==> src/rtl/wb_arbiter_pkg.sv <==
// Shared types and defaults for the writeback arbiter and its per-source result FIFOs.
package wb_arbiter_pkg;

  localparam int NB_FU       = 4;
  localparam int NR_WB_PORTS = 2;
  localparam int WB_ID_W     = 5;
  localparam int WB_DATA_W   = 64;

  // A single-source configuration still needs a 1-bit source index field.
  function automatic int src_idx_w(input int n);
    return (n > 1) ? $clog2(n) : 1;
  endfunction

  localparam int SRC_IDX_W = src_idx_w(NB_FU);

  typedef struct packed {
    logic [WB_ID_W-1:0]   id;
    logic [WB_DATA_W-1:0] data;
  } wb_arbiter_entry_t;

endpackage

==> src/rtl/wb_src_fifo.sv <==
// Per-source circular result buffer with synchronous flush.
// Latency: enqueued entry visible at head one cycle later (no bypass).
// Backpressure: enq ignored when full, even if a dequeue happens in the same cycle.
module wb_src_fifo #(
  parameter int DEPTH = 2,
  parameter int WIDTH = 8
) (
  input  logic                     clk,
  input  logic                     rst,
  input  logic                     flush,
  input  logic                     enq,
  input  logic [WIDTH-1:0]         enq_dat,
  input  logic                     deq,
  output logic [WIDTH-1:0]         deq_dat,
  output logic                     full,
  output logic                     empty,
  output logic [$clog2(DEPTH):0]   count
);

  localparam int PW = $clog2(DEPTH);
  localparam logic [PW-1:0] PTR_ONE = PW'(1);
  localparam logic [PW:0]   CNT_ONE = (PW+1)'(1);

  logic [WIDTH-1:0] mem [DEPTH];
  logic [PW-1:0]    rd_ptr;
  logic [PW-1:0]    wr_ptr;
  logic             do_enq;
  logic             do_deq;

  assign full    = (count == (PW+1)'(DEPTH));
  assign empty   = (count == '0);
  assign do_enq  = enq && !full && !flush;
  assign do_deq  = deq && !empty && !flush;
  assign deq_dat = mem[rd_ptr];

  // Pointers are exactly log2(DEPTH) wide so they wrap without compare logic.
  always_ff @(posedge clk or posedge rst) begin
    if (rst) begin
      rd_ptr <= '0;
      wr_ptr <= '0;
      count  <= '0;
    end else if (flush) begin
      rd_ptr <= '0;
      wr_ptr <= '0;
      count  <= '0;
    end else begin
      if (do_enq) wr_ptr <= wr_ptr + PTR_ONE;
      if (do_deq) rd_ptr <= rd_ptr + PTR_ONE;
      case ({do_enq, do_deq})
        2'b10:   count <= count + CNT_ONE;
        2'b01:   count <= count - CNT_ONE;
        default: count <= count;
      endcase
    end
  end

  always_ff @(posedge clk) begin
    if (do_enq) mem[wr_ptr] <= enq_dat;
  end

endmodule

==> src/rtl/wb_arbiter.sv <==
// Round-robin arbiter mapping NR_SRC buffered FU results onto NR_PORTS writeback ports.
// Latency: 1 cycle from src_valid_i to wb_valid_o minimum; flush blanks wb_valid_o in the same cycle.
// Backpressure: src_ready_o from registered FIFO count only; writeback ports always consume.
module wb_arbiter
  import wb_arbiter_pkg::*;
#(
  parameter int NR_SRC    = NB_FU,
  parameter int NR_PORTS  = NR_WB_PORTS,
  parameter int BUF_DEPTH = 2,
  parameter int ID_W      = WB_ID_W,
  parameter int DATA_W    = WB_DATA_W
) (
  input  logic                                  clk,
  input  logic                                  rst,
  input  logic                                  flush_i,
  input  logic [NR_SRC-1:0]                     src_valid_i,
  output logic [NR_SRC-1:0]                     src_ready_o,
  input  logic [NR_SRC*ID_W-1:0]                src_id_i,
  input  logic [NR_SRC*DATA_W-1:0]              src_data_i,
  output logic [NR_PORTS-1:0]                   wb_valid_o,
  output logic [NR_PORTS*ID_W-1:0]              wb_id_o,
  output logic [NR_PORTS*DATA_W-1:0]            wb_data_o,
  output logic [NR_PORTS*src_idx_w(NR_SRC)-1:0] wb_src_o,
  output logic [31:0]                           conflict_cnt_o
);

  localparam int IDX_W = src_idx_w(NR_SRC);
  localparam int CNT_W = $clog2(BUF_DEPTH) + 1;

  typedef struct packed {
    logic [ID_W-1:0]   id;
    logic [DATA_W-1:0] data;
  } entry_t;

  entry_t             head  [NR_SRC];
  logic [CNT_W-1:0]   count [NR_SRC];
  logic [NR_SRC-1:0]  empty;
  logic [NR_SRC-1:0]  full;
  logic [NR_SRC-1:0]  grant;

  logic [IDX_W-1:0]   rr_ptr;
  logic [IDX_W-1:0]   rr_next;
  logic [IDX_W-1:0]   last_idx;
  logic [31:0]        conflict_add;
  logic [32:0]        conflict_sum;
  int                 n_grant;
  int                 n_pend;
  int                 idx;

  for (genvar i = 0; i < NR_SRC; i++) begin : g_src
    entry_t in_e;
    assign in_e.id   = src_id_i[i*ID_W +: ID_W];
    assign in_e.data = src_data_i[i*DATA_W +: DATA_W];

    wb_src_fifo #(
      .DEPTH (BUF_DEPTH),
      .WIDTH ($bits(entry_t))
    ) u_fifo (
      .clk     (clk),
      .rst     (rst),
      .flush   (flush_i),
      .enq     (src_valid_i[i] && !full[i]),
      .enq_dat (in_e),
      .deq     (grant[i]),
      .deq_dat (head[i]),
      .full    (full[i]),
      .empty   (empty[i]),
      .count   (count[i])
    );

    assign src_ready_o[i] = (count[i] != CNT_W'(BUF_DEPTH));
  end

  // Scan from rr_ptr; the k-th non-empty source found drives port k.
  always_comb begin
    grant      = '0;
    wb_valid_o = '0;
    wb_id_o    = '0;
    wb_data_o  = '0;
    wb_src_o   = '0;
    n_grant    = 0;
    n_pend     = 0;
    last_idx   = rr_ptr;
    idx        = 0;
    for (int k = 0; k < NR_SRC; k++) begin
      idx = int'(rr_ptr) + k;
      if (idx >= NR_SRC) idx = idx - NR_SRC;
      if (!empty[idx]) begin
        n_pend = n_pend + 1;
        if (n_grant < NR_PORTS) begin
          grant[idx]                           = 1'b1;
          wb_valid_o[n_grant]                  = 1'b1;
          wb_id_o[n_grant*ID_W +: ID_W]        = head[idx].id;
          wb_data_o[n_grant*DATA_W +: DATA_W]  = head[idx].data;
          wb_src_o[n_grant*IDX_W +: IDX_W]     = IDX_W'(idx);
          last_idx                             = IDX_W'(idx);
          n_grant                              = n_grant + 1;
        end
      end
    end
    if (flush_i) begin
      grant      = '0;
      wb_valid_o = '0;
      wb_id_o    = '0;
      wb_data_o  = '0;
      wb_src_o   = '0;
    end
  end

  always_comb begin
    conflict_add = flush_i ? 32'd0 : 32'(n_pend - n_grant);
    conflict_sum = {1'b0, conflict_cnt_o} + {1'b0, conflict_add};
    if (flush_i) begin
      rr_next = '0;
    end else if (n_grant != 0) begin
      rr_next = (last_idx == IDX_W'(NR_SRC - 1)) ? '0 : last_idx + IDX_W'(1);
    end else begin
      rr_next = rr_ptr;
    end
  end

  always_ff @(posedge clk or posedge rst) begin
    if (rst) begin
      rr_ptr         <= '0;
      conflict_cnt_o <= '0;
    end else begin
      rr_ptr         <= rr_next;
      conflict_cnt_o <= conflict_sum[32] ? 32'hFFFF_FFFF : conflict_sum[31:0];
    end
  end

endmodule

==> config.mk <==
export PLATFORM = sky130hd
export DESIGN_NAME = wb_arbiter
export DESIGN_NICKNAME = d
export VERILOG_FILES = /design/src/rtl/wb_arbiter_pkg.sv /design/src/rtl/wb_src_fifo.sv /design/src/rtl/wb_arbiter.sv
export SDC_FILE = /design/constraint.sdc
export NUM_CORES = 1
export LEC_CHECK = 0
export BUFFER_PORTS_ARGS = -buffer_cell sky130_fd_sc_hd__buf_2
export CORE_AREA = 2 2 210 315
export DETAILED_ROUTE_END_ITERATION = 8
export DIE_AREA = 0 0 212 317
export MAX_ROUTING_LAYER = met4
export PLACE_DENSITY = 0.76
export SETUP_SLACK_MARGIN = 0.5
export SKIP_CTS_REPAIR_TIMING = 1
export SLEW_MARGIN = 10
export SYNTH_ARGS = -nofsm -noshare
export SYNTH_HDL_FRONTEND = slang
export SYNTH_SLANG_ARGS = --single-unit
==> constraint.sdc <==
create_clock -name clk -period 9.5 [get_ports clk]
set_clock_uncertainty 0.15 [all_clocks]
set_input_delay 0.95 -clock clk [delete_from_list [all_inputs] [get_ports clk]]
set_output_delay 0.95 -clock clk [all_outputs]
set_load 0.05 [all_outputs]
==> key figures <==
CTS
  – CTS buffer count: 56
  – Clock sink count: 602
  – CTS tree: built
  – Clk_lat worst skew: 0.65 ns
  – Root Driver: clkbuf_16
  – Max clock buf depth: 3
  – H-Tree Level Count: 2
  – Clock-pin slew on the worst setup and hold paths: 0.07 ns

Setup path
  – Startpoint types: register
  – FF-to-FF setup slack: 1.33 ns
  – R2R Path Start: rr_ptr[0]
  – Worst Reg-to-Reg Cells: 24
  – Worst Path Max Fanout: 21
  – Setup crit start: rr_ptr[0]
  – Crit path capture: conflict_cnt_o[11]
  – Critical path type: reg2reg
  – Worst r2r dst: conflict_cnt_o[11]
  – Crit. End Element: register
  – Required time of the critical path: 9.86 ns
  – CP arrival: 8.53 ns

Detailed routing
  – Routed vias/inst: 6.49
  – DRT Wirelength: 128,000 um
  – First DRT Iteration DRCs: 2,961
  – DRC viols: 0
  – Vias post-DR: 29.8k
  – First-pass DRT Iterations: 8
  – Antenna violation net count after detailed routing: 0
  – Drt wl/cell: 27.9 um

GRT
  – Initial antenna violation count: 38
  – Largest net degree at the start of global routing: 120
  – Vias in the first global route: 28.0k
  – GRT overflow: 0
  – All-Layer GR Usage: 0.386
  – First-pass GRT wire length: 181,000 um

Yosys
  – Top_reg_cell synth: edfxtp_1
  – Synthesized area per cell: 10.6 um2
  – Post-Syn Area: 0.0352 mm2
  – Syn Inst Count: 3,333
  – FFs w/ async S/R, synth: 0.0831
  – Register area share after synthesis: 0.506
  – Post-synthesis cell type count: 85
  – Syn. warnings: 0
  – EDFF count, synth: 552
  – Most frequent cells after synthesis: edfxtp_1 (552), a21oi_1 (412), nor2_1 (385)
  – Cell taking the most area after synthesis: edfxtp_1
  – FF+latch count, synth: 602
  – Top cell type's share of synthesized area: 0.471
  – Most common cell in the netlist: edfxtp_1
  – Dominant cells by area after synthesis: edfxtp_1 (47%), mux2i_1 (7.9%), a21oi_1 (5.9%)

Cells and area
  – Layout cell share with drive strength beyond 1: 0.209
  – Finished Core Util: 0.620
  – Synth-to-layout area growth: 13.3%
  – Fin nets: 3,980

Timing
  – Final setup viols: 0
  – Setup TNS Final: 0 ns
  – Max transition margin: 0.0907
  – Final period util: 0.860
  – Worst-Margin Slew: 1.33 ns
  – Final critical-path required period: 8.17 ns
  – RSZ-0062 raised after global routing: no
  – Max frequency: 0.122 GHz
  – Pins over their slew limit: 0
  – Hold Fails Final Rpt: 0

Floorplan
  – Core Rows: 114
  – Die footprint: 0.0672 mm2
  – Die height: 317 um
  – Core Area: 0.0643 mm2
  – Initial Util: 0.548
  – Ports: 463
  – Die Width: 212 um

Place
  – Buffers on Ports: 462
  – Dpl hpwl: 90,700 um
  – Final RePlAce weighted congestion: 1.03

Worst hold path
  – Worst Hold Path Cells: 1
  – Hold crit path type: in2reg

Flow run
  – Max-Cap Viols: 0

Outcome
  – Status: finished, final reports clean
[cell type report]
type	instances	area [um2]
clock inverter	32	255
multi-input combinational	2432	16300
inverter	38	155
antenna	35	87.6
timing repair buffer	510	2690
sequential	602	17800
tap	870	1090
clock buffer	67	1470
fill	5262	24400
[worst max-delay path: stages (launching register included)]
cell	delay, ns
dfrtp_4	0.60
inv_8	0.20
mux4_2	0.72
inv_2	0.23
ha_1	0.38
nand2_1	0.11
o21ai_2	0.23
inv_2	0.26
ha_1	0.35
a21oi_1	0.23
ha_1	0.28
a21o_1	0.18
a21oi_1	0.24
fa_1	0.20
nor2b_1	0.67
ha_1	0.42
and3_1	0.23
a31oi_1	0.15
o21ai_0	0.25
a2111o_1	0.44
nor2_1	0.18
o31ai_1	0.16
a31oi_2	0.62
buf_4	0.37
o21ai_0	0.13
[per-stage QoR]
stage          worst slack [ns]  cell area, um2  hold slack (ns)  instances
2_1_floorplan              1.52           35200            0.369       3339
3_3_place_gp               1.49           38100            0.402       4452
3_5_place_dp               1.40           38100            0.420       4452
4_1_cts                    1.36           39800            0.311       4551
5_1_grt                   0.876           39900            0.326       4585
6_report                   1.33           39900            0.337       4586
[flip-flops by register name (all words and copies together) (netlist names)]
register             cells
g_src.u_fifo.mem       552
conflict_cnt_o          32
g_src.u_fifo.count       8
g_src.u_fifo.wr_ptr      4
g_src.u_fifo.rd_ptr      4
rr_ptr                   2
[logic make-up after synthesis]
| kind of cell | after synthesis | synth area share |
|---|---|---|
| xor+xnor | 31 | 0.00771 |
| simple gates | 855 | 0.106 |
| buf+inv | 305 | 0.0341 |
| other cells | 2 | 0.000213 |
| flops | 602 | 0.506 |
| mux | 407 | 0.126 |
| compound gates | 1074 | 0.199 |
| fa+ha+maj | 57 | 0.0209 |
[layer usage]
layer / up-vias / GRT usage / wire length [um]
met1: 14200 / 0.373 / 39000
met4: 0 / 0.361 / 14600
li1: 13400 / - / -
met2: 1709 / 0.641 / 63100
met3: 470 / 0.0826 / 11200
met5: - / - / 0
[worst min-delay path by stage]
stage,slack (ns),startpoint,endpoint
floorplan,0.37,g_src[0].u_fifo.wr_ptr,g_src[0].u_fifo.wr_ptr
global placement,0.40,g_src[3].u_fifo.wr_ptr,g_src[3].u_fifo.wr_ptr
detailed placement,0.42,g_src[3].u_fifo.wr_ptr,g_src[3].u_fifo.wr_ptr
CTS,0.31,src_data_i[195],g_src[3].u_fifo.mem[1][3]
global route,0.33,src_data_i[152],g_src[2].u_fifo.mem[1][24]
finish,0.34,src_data_i[195],g_src[3].u_fifo.mem[1][3]
[layout by cell type (no fill, tap or decap), types with 9 or more instances in the layout]
cell	synthesis	routed
a2bb2oi_1	45	45
dfrtp_1	50	44
buf_2	28	461
edfxtp_1	552	552
clkbuf_16	0	56
o21ai_0	136	136
and2_1	84	83
a21oi_1	412	412
nor2b_1	10	10
nand3_1	19	19
a211oi_1	75	75
clkinv_1	1	12
xnor2_1	16	16
o22ai_1	11	11
nor4_1	9	9
xor2_1	15	15
diode_2	0	35
buf_4	2	47
mux4_2	17	17
inv_1	33	30
a31oi_1	11	10
nor2_1	385	383
a21o_1	46	46
a221oi_1	83	83
a22oi_1	105	105
ha_1	54	53
a22o_1	69	69
nand2_1	257	256
mux2i_1	277	277
mux2_2	113	113
nor3_1	31	26
Power is left out: the tool's default activity adds up to more than one toggle a clock period on the data nets, which glitch-free logic cannot reach.
